`src/rtl/nonoverlapping_template_param.sv`:
```
`default_nettype none
// ============================================================================
// Module   : nonoverlapping_template_param
// Brief    : Non-overlapping template matching randomness test. Counts
//            template hits per block and accumulates a scaled chi-square
//            statistic with a pass/fail verdict per sequence.
// Revision : 1.0 - initial release
// ============================================================================
module nonoverlapping_template_param #(
  parameter int N_BLOCKS  = 8,
  parameter int BLOCK_LEN = 256,
  parameter int TMPL_LEN  = 4,
  parameter int MU        = 253,
  parameter int R_SHIFT   = 4,
  parameter int U_THRESH  = 46288,
  parameter int STAT_W    = 32
) (
  input  logic                clk,
  input  logic                rst,
  input  logic                start,
  input  logic                cont_mode,
  input  logic [TMPL_LEN-1:0] template,
  input  logic                rand_bit,
  input  logic                rand_valid,
  output logic                rand_ready,
  output logic                busy,
  output logic                done,
  output logic                pass,
  output logic [STAT_W-1:0]   chi_sqr
);

  localparam int c_bit_w  = $clog2(BLOCK_LEN);
  localparam int c_blk_w  = (N_BLOCKS > 1) ? $clog2(N_BLOCKS) : 1;
  localparam int c_fill_w = $clog2(TMPL_LEN);
  localparam int c_mc_w   = $clog2(BLOCK_LEN / TMPL_LEN + 1);
  localparam int c_d_w    = c_mc_w + R_SHIFT + 2;
  localparam int c_sq_w   = 2 * c_d_w;
  localparam int c_sum_w  = (c_sq_w > STAT_W) ? c_sq_w : STAT_W;

  localparam logic [c_bit_w-1:0]     c_last_bit = c_bit_w'(BLOCK_LEN - 1);
  localparam logic [c_blk_w-1:0]     c_last_blk = c_blk_w'(N_BLOCKS - 1);
  localparam logic [c_fill_w-1:0]    c_fill_max = c_fill_w'(TMPL_LEN - 1);
  localparam logic signed [c_d_w-1:0] c_mu      = c_d_w'(MU);
  localparam logic [STAT_W-1:0]      c_thresh   = STAT_W'(U_THRESH);

  typedef enum logic [1:0] {
    S_IDLE   = 2'd0,
    S_RUN    = 2'd1,
    S_ACCUM  = 2'd2,
    S_DECIDE = 2'd3
  } state_t;

  state_t                r_state;
  logic [TMPL_LEN-1:0]   r_tmpl;
  logic                  r_cont;
  logic [TMPL_LEN-2:0]   r_win;
  logic [c_fill_w-1:0]   r_fill;
  logic [c_bit_w-1:0]    r_bit_cnt;
  logic [c_blk_w-1:0]    r_blk_cnt;
  logic [c_mc_w-1:0]     r_match_cnt;
  logic [STAT_W-1:0]     r_accum;
  logic [STAT_W-1:0]     r_chi;
  logic                  r_pass;
  logic                  r_done;

  logic                  w_accept;
  logic [TMPL_LEN-1:0]   w_win_next;
  logic                  w_match;
  logic signed [c_d_w-1:0]  w_scaled;
  logic signed [c_d_w-1:0]  w_d;
  logic signed [c_sq_w-1:0] w_sq;
  logic [c_sum_w-1:0]    w_sum;

  assign w_accept   = rand_valid && rand_ready;
  assign w_win_next = {r_win, rand_bit};
  // A hit needs m fresh bits since the last hit or block start.
  assign w_match    = (r_fill == c_fill_max) && (w_win_next == r_tmpl);

  assign w_scaled = c_d_w'(r_match_cnt) << R_SHIFT;
  assign w_d      = w_scaled - c_mu;
  assign w_sq     = w_d * w_d;
  assign w_sum    = c_sum_w'(r_accum) + c_sum_w'($unsigned(w_sq));

  assign rand_ready = (r_state == S_RUN);
  assign busy       = (r_state != S_IDLE);
  assign done       = r_done;
  assign pass       = r_pass;
  assign chi_sqr    = r_chi;

  always_ff @(posedge clk or negedge rst) begin
    if (!rst) begin
      r_state     <= S_IDLE;
      r_tmpl      <= '0;
      r_cont      <= 1'b0;
      r_win       <= '0;
      r_fill      <= '0;
      r_bit_cnt   <= '0;
      r_blk_cnt   <= '0;
      r_match_cnt <= '0;
      r_accum     <= '0;
      r_chi       <= '0;
      r_pass      <= 1'b0;
      r_done      <= 1'b0;
    end else begin
      r_done <= 1'b0;
      case (r_state)
        S_IDLE: begin
          if (start) begin
            r_state     <= S_RUN;
            r_tmpl      <= template;
            r_cont      <= cont_mode;
            r_win       <= '0;
            r_fill      <= '0;
            r_bit_cnt   <= '0;
            r_blk_cnt   <= '0;
            r_match_cnt <= '0;
            r_accum     <= '0;
          end
        end
        S_RUN: begin
          if (w_accept) begin
            if (w_match) begin
              r_match_cnt <= r_match_cnt + 1'b1;
              r_fill      <= '0;
              r_win       <= '0;
            end else begin
              r_win <= w_win_next[TMPL_LEN-2:0];
              if (r_fill != c_fill_max) begin
                r_fill <= r_fill + 1'b1;
              end
            end
            // Block end overrides the window so no match straddles blocks.
            if (r_bit_cnt == c_last_bit) begin
              r_bit_cnt <= '0;
              r_fill    <= '0;
              r_win     <= '0;
              r_state   <= S_ACCUM;
            end else begin
              r_bit_cnt <= r_bit_cnt + 1'b1;
            end
          end
        end
        S_ACCUM: begin
          r_accum     <= w_sum[STAT_W-1:0];
          r_match_cnt <= '0;
          if (r_blk_cnt == c_last_blk) begin
            r_state <= S_DECIDE;
          end else begin
            r_blk_cnt <= r_blk_cnt + 1'b1;
            r_state   <= S_RUN;
          end
        end
        S_DECIDE: begin
          r_chi     <= r_accum;
          r_pass    <= (r_accum <= c_thresh);
          r_done    <= 1'b1;
          r_accum   <= '0;
          r_blk_cnt <= '0;
          r_state   <= r_cont ? S_RUN : S_IDLE;
        end
        default: r_state <= S_IDLE;
      endcase
    end
  end

endmodule
`default_nettype wire

```
`config.mk`:
```
export PLATFORM = sky130hd
export DESIGN_NAME = nonoverlapping_template_param
export DESIGN_NICKNAME = d
export VERILOG_FILES = /design/src/rtl/nonoverlapping_template_param.sv
export SDC_FILE = /design/constraint.sdc
export NUM_CORES = 1
export LEC_CHECK = 0
export BUFFER_PORTS_ARGS = -buffer_cell sky130_fd_sc_hd__buf_2
export CAP_MARGIN = 20
export CORE_MARGIN = 8
export CORE_UTILIZATION = 55
export DETAILED_ROUTE_END_ITERATION = 8
export PLACE_DENSITY = 0.73
export SETUP_SLACK_MARGIN = 0.02
export SLEW_MARGIN = 20
export SYNTH_ARGS = -nofsm -noshare
export SYNTH_HDL_FRONTEND = slang
export SYNTH_SLANG_ARGS = --single-unit
```
`constraint.sdc`:
```
create_clock -name clk -period 9.4 [get_ports clk]
set_input_delay 1.41 -clock clk [delete_from_list [all_inputs] [get_ports clk]]
set_output_delay 1.41 -clock clk [all_outputs]
set_load 0.05 [all_outputs]
```
* Yosys cells after proc, flatten, opt, wreduce, memory -nomap -nowiden
Index checks and enable logic that the tools add are counted.
** Word-level totals
- Flip-flop bits (word level) :: 96
- Output and inout bits :: 36
** Cells by class
- Reduce and logical (&&, ||, !) cells :: 14
- $lt $le $gt $ge :: 1
- Equal/unequal tests :: 14
- Muxes and demuxes :: 30
- $mul :: 1
- Add/sub/neg operators :: 6
** Operators by type and width (number)
- 32-bit case mux with 3 select lines :: 1
- 32-bit by 26-bit adder with 32-bit output :: 1
- 32-bit by 16-bit less-or-equal comparator with 1-bit output (second input constant) :: 1
- 32-bit 2-to-1 mux :: 1
- 12-bit by 12-bit multiplier with 24-bit output :: 1
- 8-bit 2-to-1 mux :: 3
- 7-bit 2-to-1 mux :: 3
- 7-bit case mux with 3 select lines :: 1
- 2-bit 2-to-1 mux :: 9
- 8-bit case mux with 2 select lines :: 1
- 3-bit 2-to-1 mux :: 5
- 11-bit by 8-bit subtractor with 12-bit output (second input constant) :: 1
- 3-bit case mux with 3 select lines :: 1
- 3-bit AND reduction :: 3
- 8-bit by 1-bit adder with 8-bit output (second input constant) :: 1
- 8-bit == test (second input constant) :: 1
- 2-bit case mux with 4 select lines :: 1
- 4-bit AND reduction :: 2
- 7-bit by 1-bit adder with 7-bit output (second input constant) :: 1
- 2-bit == test (second input constant) :: 3
- 2-bit by 1-bit inequality test with 1-bit output (second input constant) :: 3
- 2-bit inequality test (second input constant) :: 3
- 3-bit case mux with 2 select lines :: 1
- 3-bit nonzero test :: 2
- 12 further kinds :: 16

* Logic depth before layout (Yosys ltp)
Gate-level depths: netlist of the first run.
- Depth after elaboration :: 6
- Gate-level depth with buffers :: 32

* Worst setup path after synthesis of the first run
No wires, ideal clock.
- Path type :: flip-flop to flip-flop
- Start point :: register r_match_cnt[4]
- End point :: register r_accum[30]
- Period minus slack after synthesis :: 7.726 ns
- Cell stages (with the launch flop) :: 29
- Required time :: 9.276 ns
- Slack :: 1.674 ns
- Arrival :: 7.602 ns
- Cells stage by stage :: dfrtp_1 clkbuf_1 inv_1 ha_1 xor2_1 inv_1 nor2_1 fa_1 fa_1 fa_1 fa_1 inv_1 fa_1 inv_1 ha_1 nand3_1 nand2_1 a41o_1 o41ai_1 o21bai_1 a211oi_1 nor2_1 ha_1 and3_1 and3_1 a2111oi_2 o31ai_2 and3_1 a211o_1
** Between the ends
- Word-level cells in the longest chain between the ends :: 4
** RTL lines
- start: declaration :: RTL line 60 : logic [c_mc_w-1:0] r_match_cnt;
- start signal: assignment :: RTL line 123 : r_match_cnt <= r_match_cnt + 1'b1;
- 11-bit by 8-bit subtractor with 12-bit output :: RTL line 80 : assign w_d = w_scaled - c_mu;
- 12-bit by 12-bit multiplier with 24-bit output :: RTL line 81 : assign w_sq = w_d * w_d;
- 32-bit by 26-bit adder with 32-bit output :: RTL line 82 : assign w_sum = c_sum_w'(r_accum) + c_sum_w'($unsigned(w_sq));
- 32-bit case mux with 3 select lines :: RTL line 106 : case (r_state)
- end signal: assignment :: RTL line 144 : r_accum <= w_sum[STAT_W-1:0];
- end: declaration :: RTL line 61 : logic [STAT_W-1:0] r_accum;
No other way between the ends.
A chain may end at the register's enable or synchronous reset.

* Final worst setup path of the first run
- Start point :: register r_match_cnt[4]
- End point :: register r_accum[27]
Same word-level chain as after synthesis.

==> flow_summary_export.csv, run 1 <==
group,metric,value,unit
grt,met2_layer_usage_reported_by_global_route,0.336,
clock_tree,clockBufferDepth,2,
worst_setup_path,worstSetupPathType,"reg2reg",
layout,fin_nets,1139,
placed_design,pre_cts_slack,0.983,ns
timing,post-route-worst-setup-slack,0.924,ns
timing,hold_viol,0,
worst_setup_path,cpPeakStageDelay,0.63,ns
synth,synth_seq_area_share,0.274,
routing,vias_per_cell,5.50,
grt,vias_in_the_first_global_route,6810,
run_status,run_status,"completed",
grt,globalRouteOverflowTotal,0,
synth,synth_area_leader_cell,"sky130_fd_sc_hd__dfrtp_1",
worst_setup_path,crit_path_frequent_cell,"sky130_fd_sc_hd__fa_1",
grt,grt.met3_usage,0.0305,
floorplanning,design.die.area,20300,µm²
timing,slew_headroom,0.395,
synth,synth_warnings,0,
routing,routed_wire_length,18.2,mm
clock_tree,cts.repair.resized,0,
floorplanning,fp.dieW,142,µm
worst_setup_path,worstPathRequired,9.63,ns
grt,grt_first_pass_wirelength,31.8,mm
clock_tree,cts_root_buf,"sky130_fd_sc_hd__clkbuf_16",
grt,grt_start_max_net_pins,71,
routing,drt_iter0_drc,261,
timing,fin_tns_setup,0,ns
worst_setup_path,cp_buf_inv_count,4,
synth,yosys-top-cells-count,"146 x sky130_fd_sc_hd__inv_1, 102 x sky130_fd_sc_hd__ha_1, 96 x sky130_fd_sc_hd__dfrtp_1",
grt,grt.total_usage,0.193,
worst_setup_path,cpLargestDelayFamily,"adder cells",
run,maximum_capacitance_violations,0,
layout,drive_above_1_share,0.123,
floorplanning,initial_utilization,0.557,
timing,setup_repair_after_global_routing_missed_its_margin,"no",
floorplanning,std_cell_rows,46,
synth,post_synth_inst_count,915,
clock_tree,cts.hold.buffers_added,0,
floorplanning,floorplan.die.height,142,µm
synth,post-synth-top-area-fraction,0.274,
grt,globalRoute.busiestLayer,"met2",
grt,gr_util_met1,0.244,
routing,ant_nets,0,
synth,synth_area,8780,µm²
clock_tree,worst_skew_pair_latency,0.35,ns
routing,vias_after_detailed_routing,6481,
routing,drt_pass1_iterations,4,
timing,final_critical_delay_including_setup_and_external_delays,8.48,ns
synth,postSynthRegisterBits,96,
timing,finalMaxSlewViolations,0,
synth,synth.net_count,1097,
worst_setup_path,crit_path_max_fanout,12,
worst_setup_path,arrival,8.71,ns
grt,grt_antenna_before_repair,0,
clock_tree,post-cts-setup-buffers,0,
clock_tree,cts_h_tree_depth,3,
timing,clock_skew,0.00934,ns
timing,timing_worst_slew_pin_value,0.907,ns
placed_design,detailed_place_hpwl,14.4,mm
placed_design,dp_cells,1162,
synth,synthesis.area_per_instance,9.60,µm²
worst_setup_path,critical-path-slowest-cell,"sky130_fd_sc_hd__a311oi_1",
layout,antenna_diodes,0,
timing,period_share,0.902,
timing,fmax,118,MHz
synth,synth_edf_count,0,
worst_setup_path,setup.worst_path.start_class,"register",
synth,fraction_of_synthesis_flops_using_an_asynchronous_set_or_reset_pin,1.00,
worst_setup_path,endpoint_kind,"register",
routing,post-route-drc-count,0,
synth,synth_flop_cell,"sky130_fd_sc_hd__dfrtp_1",
clock_tree,tritoncts_buffers,9,
synth,synthDistinctLibCells,63,
worst_hold_path,worstHoldPathType,"reg2reg",
layout,finished_layout_cells,1178,
floorplanning,core-area,15800,µm²
placed_design,gpl.final_weighted_congestion,0.875,
clock_tree,tritoncts,"done",
timing,setup_violations,0,
floorplanning,io-pin-count,46,
clock_tree,cts_sinks,96,
synth,post-synth-top-count-cell,"sky130_fd_sc_hd__inv_1",
routing,wl_per_cell,15.5,µm
clock_tree,clock_slew_seen_by_the_registers_of_the_worst_setup_and_hold_paths,0.07,ns
layout,flow.area_growth_from_synthesis,8.65,%
timing,hold_ws,0.477,ns
placed_design,portBuffers,45,
synth,netlist_top_cells_area,"sky130_fd_sc_hd__dfrtp_1 27%, sky130_fd_sc_hd__fa_1 16%, sky130_fd_sc_hd__ha_1 15%",
[sequential cells by signal, summed over array words and instances, names as in the netlist]
signal and flops:
chi_sqr 32, done 1, pass 1, r_accum 32
r_bit_cnt 8, r_blk_cnt 3, r_cont 1, r_fill 2
r_match_cnt 7, r_state 2, r_tmpl 4, r_win 3
[path summary, 6_finish.rpt]
kind	start	to	slack, ns	cells past startpoint
worst min-delay path	chi_sqr[29]	chi_sqr[29]	0.48	2
min in group asynchronous	rst	chi_sqr[2]	0.96	1
max in group asynchronous	rst	r_match_cnt[5]	7.21	2
worst max-delay path	r_match_cnt[4]	r_accum[27]	0.92	26
worst min register to register	chi_sqr[29]	chi_sqr[29]	0.48	2
worst max register to register	r_match_cnt[4]	r_accum[27]	0.92	26
[layout make-up]
type,count,area (µm²)
clock buffer,9,225
tap,216,270
sequential,96,2400
clock inverter,7,65.1
inverter,149,559
fill,1421,6230
multi-input combinational,651,5750
timing repair buffer,50,265
[cells in the final DEF (no fill, tap or decap), types with 3 or more instances in the layout]
cell type,synthesis,final
sky130_fd_sc_hd__a211o_1,5,5
sky130_fd_sc_hd__a21o_1,11,11
sky130_fd_sc_hd__a21oi_1,37,36
sky130_fd_sc_hd__a22o_1,11,11
sky130_fd_sc_hd__a311oi_1,3,3
sky130_fd_sc_hd__a31oi_1,9,9
sky130_fd_sc_hd__and2_1,7,7
sky130_fd_sc_hd__and3_1,8,8
sky130_fd_sc_hd__buf_2,1,44
sky130_fd_sc_hd__buf_4,0,6
sky130_fd_sc_hd__clkbuf_16,0,9
sky130_fd_sc_hd__dfrtp_1,96,96
sky130_fd_sc_hd__fa_1,70,70
sky130_fd_sc_hd__ha_1,102,102
sky130_fd_sc_hd__inv_1,146,146
sky130_fd_sc_hd__mux2_2,34,34
sky130_fd_sc_hd__mux2i_1,5,5
sky130_fd_sc_hd__nand2_1,73,73
sky130_fd_sc_hd__nand2b_1,6,6
sky130_fd_sc_hd__nand3_1,18,18
sky130_fd_sc_hd__nand4_1,5,5
sky130_fd_sc_hd__nor2_1,47,47
sky130_fd_sc_hd__nor2b_1,7,6
sky130_fd_sc_hd__nor3_1,14,14
sky130_fd_sc_hd__nor4_1,7,7
sky130_fd_sc_hd__o21a_1,5,5
sky130_fd_sc_hd__o21ai_0,39,39
sky130_fd_sc_hd__o21ai_1,15,15
sky130_fd_sc_hd__o21bai_1,6,6
sky130_fd_sc_hd__o31ai_1,9,9
sky130_fd_sc_hd__or2_2,7,7
sky130_fd_sc_hd__or3_1,3,3
sky130_fd_sc_hd__xnor2_1,34,34
sky130_fd_sc_hd__xor2_1,21,21
[worst register-to-register path, cell delays in order (launching register included)]
cell                       delay, ns
sky130_fd_sc_hd__dfrtp_1        0.58
sky130_fd_sc_hd__inv_1          0.18
sky130_fd_sc_hd__ha_1           0.32
sky130_fd_sc_hd__xor2_1         0.56
sky130_fd_sc_hd__inv_1          0.20
sky130_fd_sc_hd__nor2_1         0.25
sky130_fd_sc_hd__fa_1           0.49
sky130_fd_sc_hd__fa_1           0.52
sky130_fd_sc_hd__fa_1           0.52
sky130_fd_sc_hd__fa_1           0.54
sky130_fd_sc_hd__inv_1          0.05
sky130_fd_sc_hd__fa_1           0.52
sky130_fd_sc_hd__inv_1          0.04
sky130_fd_sc_hd__ha_1           0.35
sky130_fd_sc_hd__nand3_1        0.09
sky130_fd_sc_hd__nand2_1        0.05
sky130_fd_sc_hd__a41o_1         0.22
sky130_fd_sc_hd__o41ai_1        0.57
sky130_fd_sc_hd__o21ai_1        0.22
sky130_fd_sc_hd__a311oi_1       0.63
sky130_fd_sc_hd__ha_1           0.41
sky130_fd_sc_hd__a21oi_1        0.14
sky130_fd_sc_hd__o21ai_0        0.10
sky130_fd_sc_hd__a31o_1         0.23
sky130_fd_sc_hd__a31oi_4        0.26
sky130_fd_sc_hd__nor4_1         0.07
sky130_fd_sc_hd__a211o_1        0.24
[per-layer routing]
metal / part of all wire / routed length [µm] / up-vias
met4: 0.019 / 342 / 0
met3: 0.048 / 867 / 27
met5: 0 / 0 / -
li1: - / - / 3160
met1: 0.44 / 8090 / 3167
met2: 0.49 / 8950 / 127
[per-stage QoR]
step / utilization / area [µm²]
2_1_floorplan: - / 8780
3_5_place_dp: 0.587 / 9250
5_1_grt: 0.605 / 9540
6_report: 0.605 / 9540
3_3_place_gp: 0.586 / 9250
4_1_cts: 0.605 / 9540
[cells by family after synthesis]
kind of cell | share of synthesized area
flops | 0.274
compound gates | 0.135
buf+inv | 0.0720
other cells | 0.000427
simple gates | 0.110
mux | 0.0493
fa+ha+maj | 0.305
xor+xnor | 0.0549
Power of run 1 is left out: the tool's default activity adds up to more than one toggle a clock period on the data nets, which glitch-free logic cannot reach.
==> run 2, diff against run 1 <==
Settings changed: CORE_UTILIZATION 55 to 50, PLACE_DENSITY 0.73 to 0.67.
==> run 2 against run 1 <==
  * Critical path depth did not move
  * Global-route usage down 2.4 points
  * Via count shrank 1.1%
  * Fmax fell by 0.37%
  * Worst hold slack got worse by 0.0029 ns
  * Cell count grew 0.85%
  * Critical path type unchanged
  * Design area increased by 0.14%
  * Count of clock-buffer cells in the layout unchanged
  * Core utilization fell by 5.1 points
  * Flip-flop and latch count stayed put
  * Routed wire length fell by 0.37%
==> flow_summary_export.csv, run 2 (same netlist as run 1, synthesis figures left out) <==
group,metric,value,unit
run_status,run_status,"completed",
run,maximum_capacitance_violations,0,
grt,grt_antenna_before_repair,0,
timing,hold_viol,0,
floorplanning,initial_utilization,0.509,
clock_tree,post-cts-setup-buffers,0,
layout,finished_layout_cells,1188,
clock_tree,cts_h_tree_depth,3,
layout,layout.cells.most_common,"sky130_fd_sc_hd__inv_1",
worst_setup_path,endpoint_kind,"register",
grt,grt.total_usage,0.169,
routing,drt_pass1_iterations,5,
clock_tree,clockBufferDepth,2,
clock_tree,cts_root_buf,"sky130_fd_sc_hd__clkbuf_16",
grt,grt_first_pass_wirelength,30.6,mm
worst_setup_path,worstSetupPathType,"reg2reg",
timing,fmax,118,MHz
layout,fin_nets,1140,
timing,finalMaxSlewViolations,0,
layout,mostFrequentLayoutCells,"146 x sky130_fd_sc_hd__inv_1, 102 x sky130_fd_sc_hd__ha_1, 96 x sky130_fd_sc_hd__dfrtp_1, 73 x sky130_fd_sc_hd__nand2_1, 70 x sky130_fd_sc_hd__fa_1",
worst_setup_path,crit_path_max_fanout,12,
worst_hold_path,worstHoldPathType,"reg2reg",
clock_tree,worst_skew_pair_latency,0.35,ns
routing,wl_per_cell,15.3,µm
placed_design,detailed_place_hpwl,14.3,mm
floorplanning,core-area,17200,µm²
grt,grt_start_max_net_pins,65,
routing,drt_iter0_drc,276,
layout,antenna_diodes,0,
placed_design,portBuffers,45,
worst_setup_path,worstPathRequired,9.68,ns
clock_tree,clock_slew_seen_by_the_registers_of_the_worst_setup_and_hold_paths,0.07,ns
clock_tree,cts.hold.buffers_added,0,
timing,clock_skew,0.00779,ns
clock_tree,cts.repair.resized,0,
timing,setup_repair_after_global_routing_missed_its_margin,"no",
timing,slew_headroom,0.465,
floorplanning,io-pin-count,46,
timing,final_critical_delay_including_setup_and_external_delays,8.51,ns
worst_setup_path,reg2reg_setup_slack,0.89,ns
clock_tree,tritoncts_buffers,9,
routing,vias_per_cell,5.40,
floorplanning,floorplan.die.height,149,µm
worst_setup_path,arrival,8.79,ns
routing,post-route-drc-count,0,
clock_tree,tritoncts,"done",
layout,flow.area_growth_from_synthesis,8.81,%
worst_setup_path,setup.worst_path.start_class,"register",
routing,ant_nets,0,
grt,vias_in_the_first_global_route,6259,
layout,drive_above_1_share,0.123,
timing,period_share,0.905,
placed_design,dp_cells,1172,
routing,vias_after_detailed_routing,6412,
timing,setup_violations,0,
floorplanning,std_cell_rows,48,
routing,routed_wire_length,18.2,mm
timing,fin_tns_setup,0,ns
grt,globalRouteOverflowTotal,0,
clock_tree,cts_sinks,96,
placed_design,gpl.final_weighted_congestion,0.887,
timing,timing_worst_slew_pin_value,0.803,ns
floorplanning,design.die.area,22100,µm²
floorplanning,fp.dieW,149,µm
[run 2: layout make-up]
cell class	count	area, µm²
Timing Repair Buffer	51	273
Sequential cell	96	2400
Clock buffer	9	225
Multi-Input combinational cell	651	5750
Fill cell	1565	7680
Tap cell	225	282
Clock inverter	7	62.6
Inverter	149	559
[run 2: worst paths after layout]
path / startpoint / endpoint / depth (start not counted)
max reg2reg: r_match_cnt[4] / r_accum[31] / 26
max in group asynchronous: rst / r_bit_cnt[4] / 2
max: r_match_cnt[4] / r_accum[31] / 26
min in group asynchronous: rst / chi_sqr[4] / 1
min reg2reg: chi_sqr[26] / chi_sqr[26] / 2
min: chi_sqr[26] / chi_sqr[26] / 2
[run 2: worst max-delay path, cell delays in order, from the launching register on]
cell,delay (ns)
sky130_fd_sc_hd__dfrtp_1,0.57
sky130_fd_sc_hd__inv_1,0.20
sky130_fd_sc_hd__ha_1,0.34
sky130_fd_sc_hd__xor2_1,0.60
sky130_fd_sc_hd__inv_1,0.21
sky130_fd_sc_hd__nor2_1,0.24
sky130_fd_sc_hd__fa_1,0.48
sky130_fd_sc_hd__fa_1,0.51
sky130_fd_sc_hd__fa_1,0.53
sky130_fd_sc_hd__fa_1,0.54
sky130_fd_sc_hd__inv_1,0.05
sky130_fd_sc_hd__fa_1,0.52
sky130_fd_sc_hd__inv_1,0.04
sky130_fd_sc_hd__ha_1,0.35
sky130_fd_sc_hd__nand3_1,0.09
sky130_fd_sc_hd__nand2_1,0.05
sky130_fd_sc_hd__a41o_1,0.22
sky130_fd_sc_hd__o41ai_1,0.55
sky130_fd_sc_hd__o21ai_1,0.24
sky130_fd_sc_hd__a311oi_1,0.61
sky130_fd_sc_hd__ha_1,0.31
sky130_fd_sc_hd__nand3_1,0.12
sky130_fd_sc_hd__o21ai_0,0.18
sky130_fd_sc_hd__a31o_1,0.19
sky130_fd_sc_hd__a31oi_4,0.13
sky130_fd_sc_hd__or4_1,0.48
sky130_fd_sc_hd__nand3_1,0.09
[run 2: stage by stage]
stage / cell area, µm² / worst slack, ns / hold WS (ns) / util
global route: 9550 / 0.458 / 0.504 / 0.554
floorplan: 8780 / 1.67 / 0.468 / -
detailed placement: 9270 / 0.950 / 0.465 / 0.538
global placement: 9270 / 1.29 / 0.457 / 0.538
CTS: 9550 / 0.950 / 0.481 / 0.554
finish: 9550 / 0.892 / 0.474 / 0.554
[run 2: per-layer routing]
metal	share of wire	global-route usage
met1	0.47	0.228
met2	0.48	0.281
met3	0.038	0.0280
met4	0.0087	0.0296
met5	0	0
Power of run 2 is left out for the same reason.
==> run 3, diff against run 2 <==
Settings changed: CORE_UTILIZATION 50 to 40, CTS_CLUSTER_SIZE set to 10, PLACE_DENSITY 0.67 to unset, PLACE_DENSITY_LB_ADDON set to 0.15.
==> run 3 against run 2 <==
  * Count of clock-buffer cells in the layout up 2
  * First-iteration DRC count up 11%
  * Routed wire length up 4.2%
  * Core utilization down 11 points
  * Via count down 2.8%
  * Fmax up 0.44%
  * Global-route usage down 1.9 points
  * Clock skew up 0.0027 ns
  * Non-clock buffer count up 1
  * Register-to-register slack better by 0.04 ns
  * Flip-flop and latch count unchanged
==> flow_summary_export.csv, run 3 (same netlist as run 1, synthesis figures left out) <==
group,metric,value,unit
layout,flow.area_growth_from_synthesis,10.1,%
worst_setup_path,cpLargestDelayFamily,"adder cells",
timing,fin_tns_setup,0,ns
timing,clock_skew,0.0105,ns
grt,grt_start_max_net_pins,70,
worst_setup_path,reg2reg_setup_slack,0.93,ns
floorplanning,design.die.area,27000,µm²
layout,mostFrequentLayoutCells,"146 x sky130_fd_sc_hd__inv_1, 102 x sky130_fd_sc_hd__ha_1, 96 x sky130_fd_sc_hd__dfrtp_1, 73 x sky130_fd_sc_hd__nand2_1, 70 x sky130_fd_sc_hd__fa_1",
routing,post-route-drc-count,0,
placed_design,portBuffers,45,
worst_hold_path,hold_end,"chi_sqr[0]",
layout,fin_area,9670,µm²
routing,ant_nets,0,
placed_design,gpl.final_weighted_congestion,0.807,
worst_setup_path,worstPathRequired,9.63,ns
routing,drt_iter0_drc,306,
routing,vias_per_cell,5.01,
floorplanning,io-pin-count,46,
clock_tree,tritoncts_buffers,9,
routing,vias_after_detailed_routing,6231,
layout,layout.cells.most_common,"sky130_fd_sc_hd__inv_1",
timing,period_share,0.901,
layout,drive_above_1_share,0.122,
worst_setup_path,r2r-start,"r_match_cnt[4]",
worst_setup_path,arrival,8.70,ns
clock_tree,cts.hold.buffers_added,0,
routing,routed_wire_length,18.9,mm
worst_setup_path,cpPeakStageDelay,0.63,ns
worst_setup_path,cp_buf_inv_count,4,
grt,grt.total_usage,0.150,
worst_hold_path,min_delay_path_depth,2,
clock_tree,cts_root_buf,"sky130_fd_sc_hd__clkbuf_16",
clock_tree,clock_slew_seen_by_the_registers_of_the_worst_setup_and_hold_paths,0.07,ns
timing,slew_headroom,0.371,
grt,vias_in_the_first_global_route,6420,
grt,grt_antenna_before_repair,0,
timing,final_critical_delay_including_setup_and_external_delays,8.47,ns
worst_setup_path,crit_path_max_fanout,12,
floorplanning,initial_utilization,0.405,
worst_setup_path,critical-path-slowest-cell,"sky130_fd_sc_hd__a311oi_1",
timing,setup_violations,0,
worst_setup_path,endpoint_kind,"register",
timing,fmax,118,MHz
clock_tree,worst_skew_pair_latency,0.35,ns
timing,setup_repair_after_global_routing_missed_its_margin,"no",
timing,hold_viol,0,
layout,antenna_diodes,0,
clock_tree,tritoncts,"done",
layout,layout.core_utilization,0.446,
worst_setup_path,setup.worst_path.start_class,"register",
placed_design,detailed_place.area,9350,µm²
floorplanning,floorplan.die.height,164,µm
grt,grt_first_pass_wirelength,32.5,mm
worst_setup_path,reg2reg_depth,26,
grt,globalRouteOverflowTotal,0,
layout,fin_nets,1141,
placed_design,detailed_place_hpwl,14.9,mm
clock_tree,post-cts-setup-buffers,0,
floorplanning,std_cell_rows,54,
run_status,run_status,"completed",
worst_setup_path,crit_path_frequent_cell,"sky130_fd_sc_hd__fa_1",
floorplanning,core-area,21700,µm²
clock_tree,cts_sinks,96,
clock_tree,cts.repair.resized,0,
worst_hold_path,worstHoldPathType,"reg2reg",
clock_tree,cts_h_tree_depth,3,
floorplanning,fp.dieW,164,µm
run,maximum_capacitance_violations,0,
worst_setup_path,worstSetupPathType,"reg2reg",
layout,fill_cells,2122,
timing,finalMaxSlewViolations,0,
worst_setup_path,crit-reg2reg-capture,"r_accum[27]",
routing,drt_pass1_iterations,4,
clock_tree,clockBufferDepth,2,
timing,timing_worst_slew_pin_value,0.944,ns
routing,wl_per_cell,15.2,µm
worst_hold_path,min_from,"chi_sqr[0]",
==> run 3: cell count changes in the layout (fill, tap and decap cells not counted), moves of 2 or more <==
cell and delta:
sky130_fd_sc_hd__clkbuf_1 +2, sky130_fd_sc_hd__clkinv_4 -2, sky130_fd_sc_hd__inv_8 -2, sky130_fd_sc_hd__bufinv_16 +2
==> run 3: worst max path at each step <==
stage	to	slack (ns)	start	depth (start not counted)
after detailed placement	r_accum[27]	0.96	r_match_cnt[4]	26
after floorplan	r_accum[30]	1.67	r_match_cnt[4]	28
after global placement	r_accum[27]	1.23	r_match_cnt[4]	26
final	r_accum[27]	0.93	r_match_cnt[4]	26
after global routing	r_accum[27]	0.25	r_match_cnt[4]	26
after CTS	r_accum[27]	0.93	r_match_cnt[4]	26
==> run 3: worst register-to-register path, stage by stage (launching register included) <==
cell and delay, ns:
sky130_fd_sc_hd__dfrtp_1 0.60, sky130_fd_sc_hd__inv_1 0.20, sky130_fd_sc_hd__ha_1 0.34, sky130_fd_sc_hd__xor2_1 0.55, sky130_fd_sc_hd__inv_1 0.21, sky130_fd_sc_hd__nor2_1 0.23
sky130_fd_sc_hd__fa_1 0.48, sky130_fd_sc_hd__fa_1 0.54, sky130_fd_sc_hd__fa_1 0.52, sky130_fd_sc_hd__fa_1 0.54, sky130_fd_sc_hd__inv_1 0.05, sky130_fd_sc_hd__fa_1 0.53
sky130_fd_sc_hd__inv_1 0.04, sky130_fd_sc_hd__ha_1 0.34, sky130_fd_sc_hd__nand3_1 0.09, sky130_fd_sc_hd__nand2_1 0.05, sky130_fd_sc_hd__a41o_1 0.22, sky130_fd_sc_hd__o41ai_1 0.53
sky130_fd_sc_hd__o21ai_1 0.22, sky130_fd_sc_hd__a311oi_1 0.64, sky130_fd_sc_hd__ha_1 0.41, sky130_fd_sc_hd__a21oi_1 0.15, sky130_fd_sc_hd__o21ai_0 0.09, sky130_fd_sc_hd__a31o_1 0.23
sky130_fd_sc_hd__a31oi_4 0.25, sky130_fd_sc_hd__nor4_1 0.07, sky130_fd_sc_hd__a211o_1 0.24
==> run 3: per-layer routing <==
metal  GRT usage  vias to the layer above  part of all wire
met1       0.201                     3003              0.49
met4      0.0260                        0            0.0072
li1            -                     3156                 -
met2       0.251                       62              0.47
met3      0.0266                       10             0.034
met5           0                        -                 0
==> run 3: metrics by stage <==
| stage | cells | hold slack [ns] | setup WS [ns] |
|---|---|---|---|
| after floorplan | 915 | 0.468 | 1.67 |
| after global placement | 1228 | 0.459 | 1.23 |
| after detailed placement | 1228 | 0.470 | 0.963 |
| after CTS | 1244 | 0.493 | 0.932 |
| after global routing | 1244 | 0.515 | 0.246 |
| final | 1244 | 0.487 | 0.929 |
==> run 3: cell type report <==
cell class	count	area [µm²]	area share
Timing Repair Buffer	52	280	0.0290
Sequential cell	96	2400	0.249
Multi-Input combinational cell	651	5760	0.595
Clock buffer	11	233	0.0241
Tap cell	280	350	0.0362
Clock inverter	5	86.3	0.00893
Inverter	149	559	0.0579
Power of run 3 is left out for the same reason.
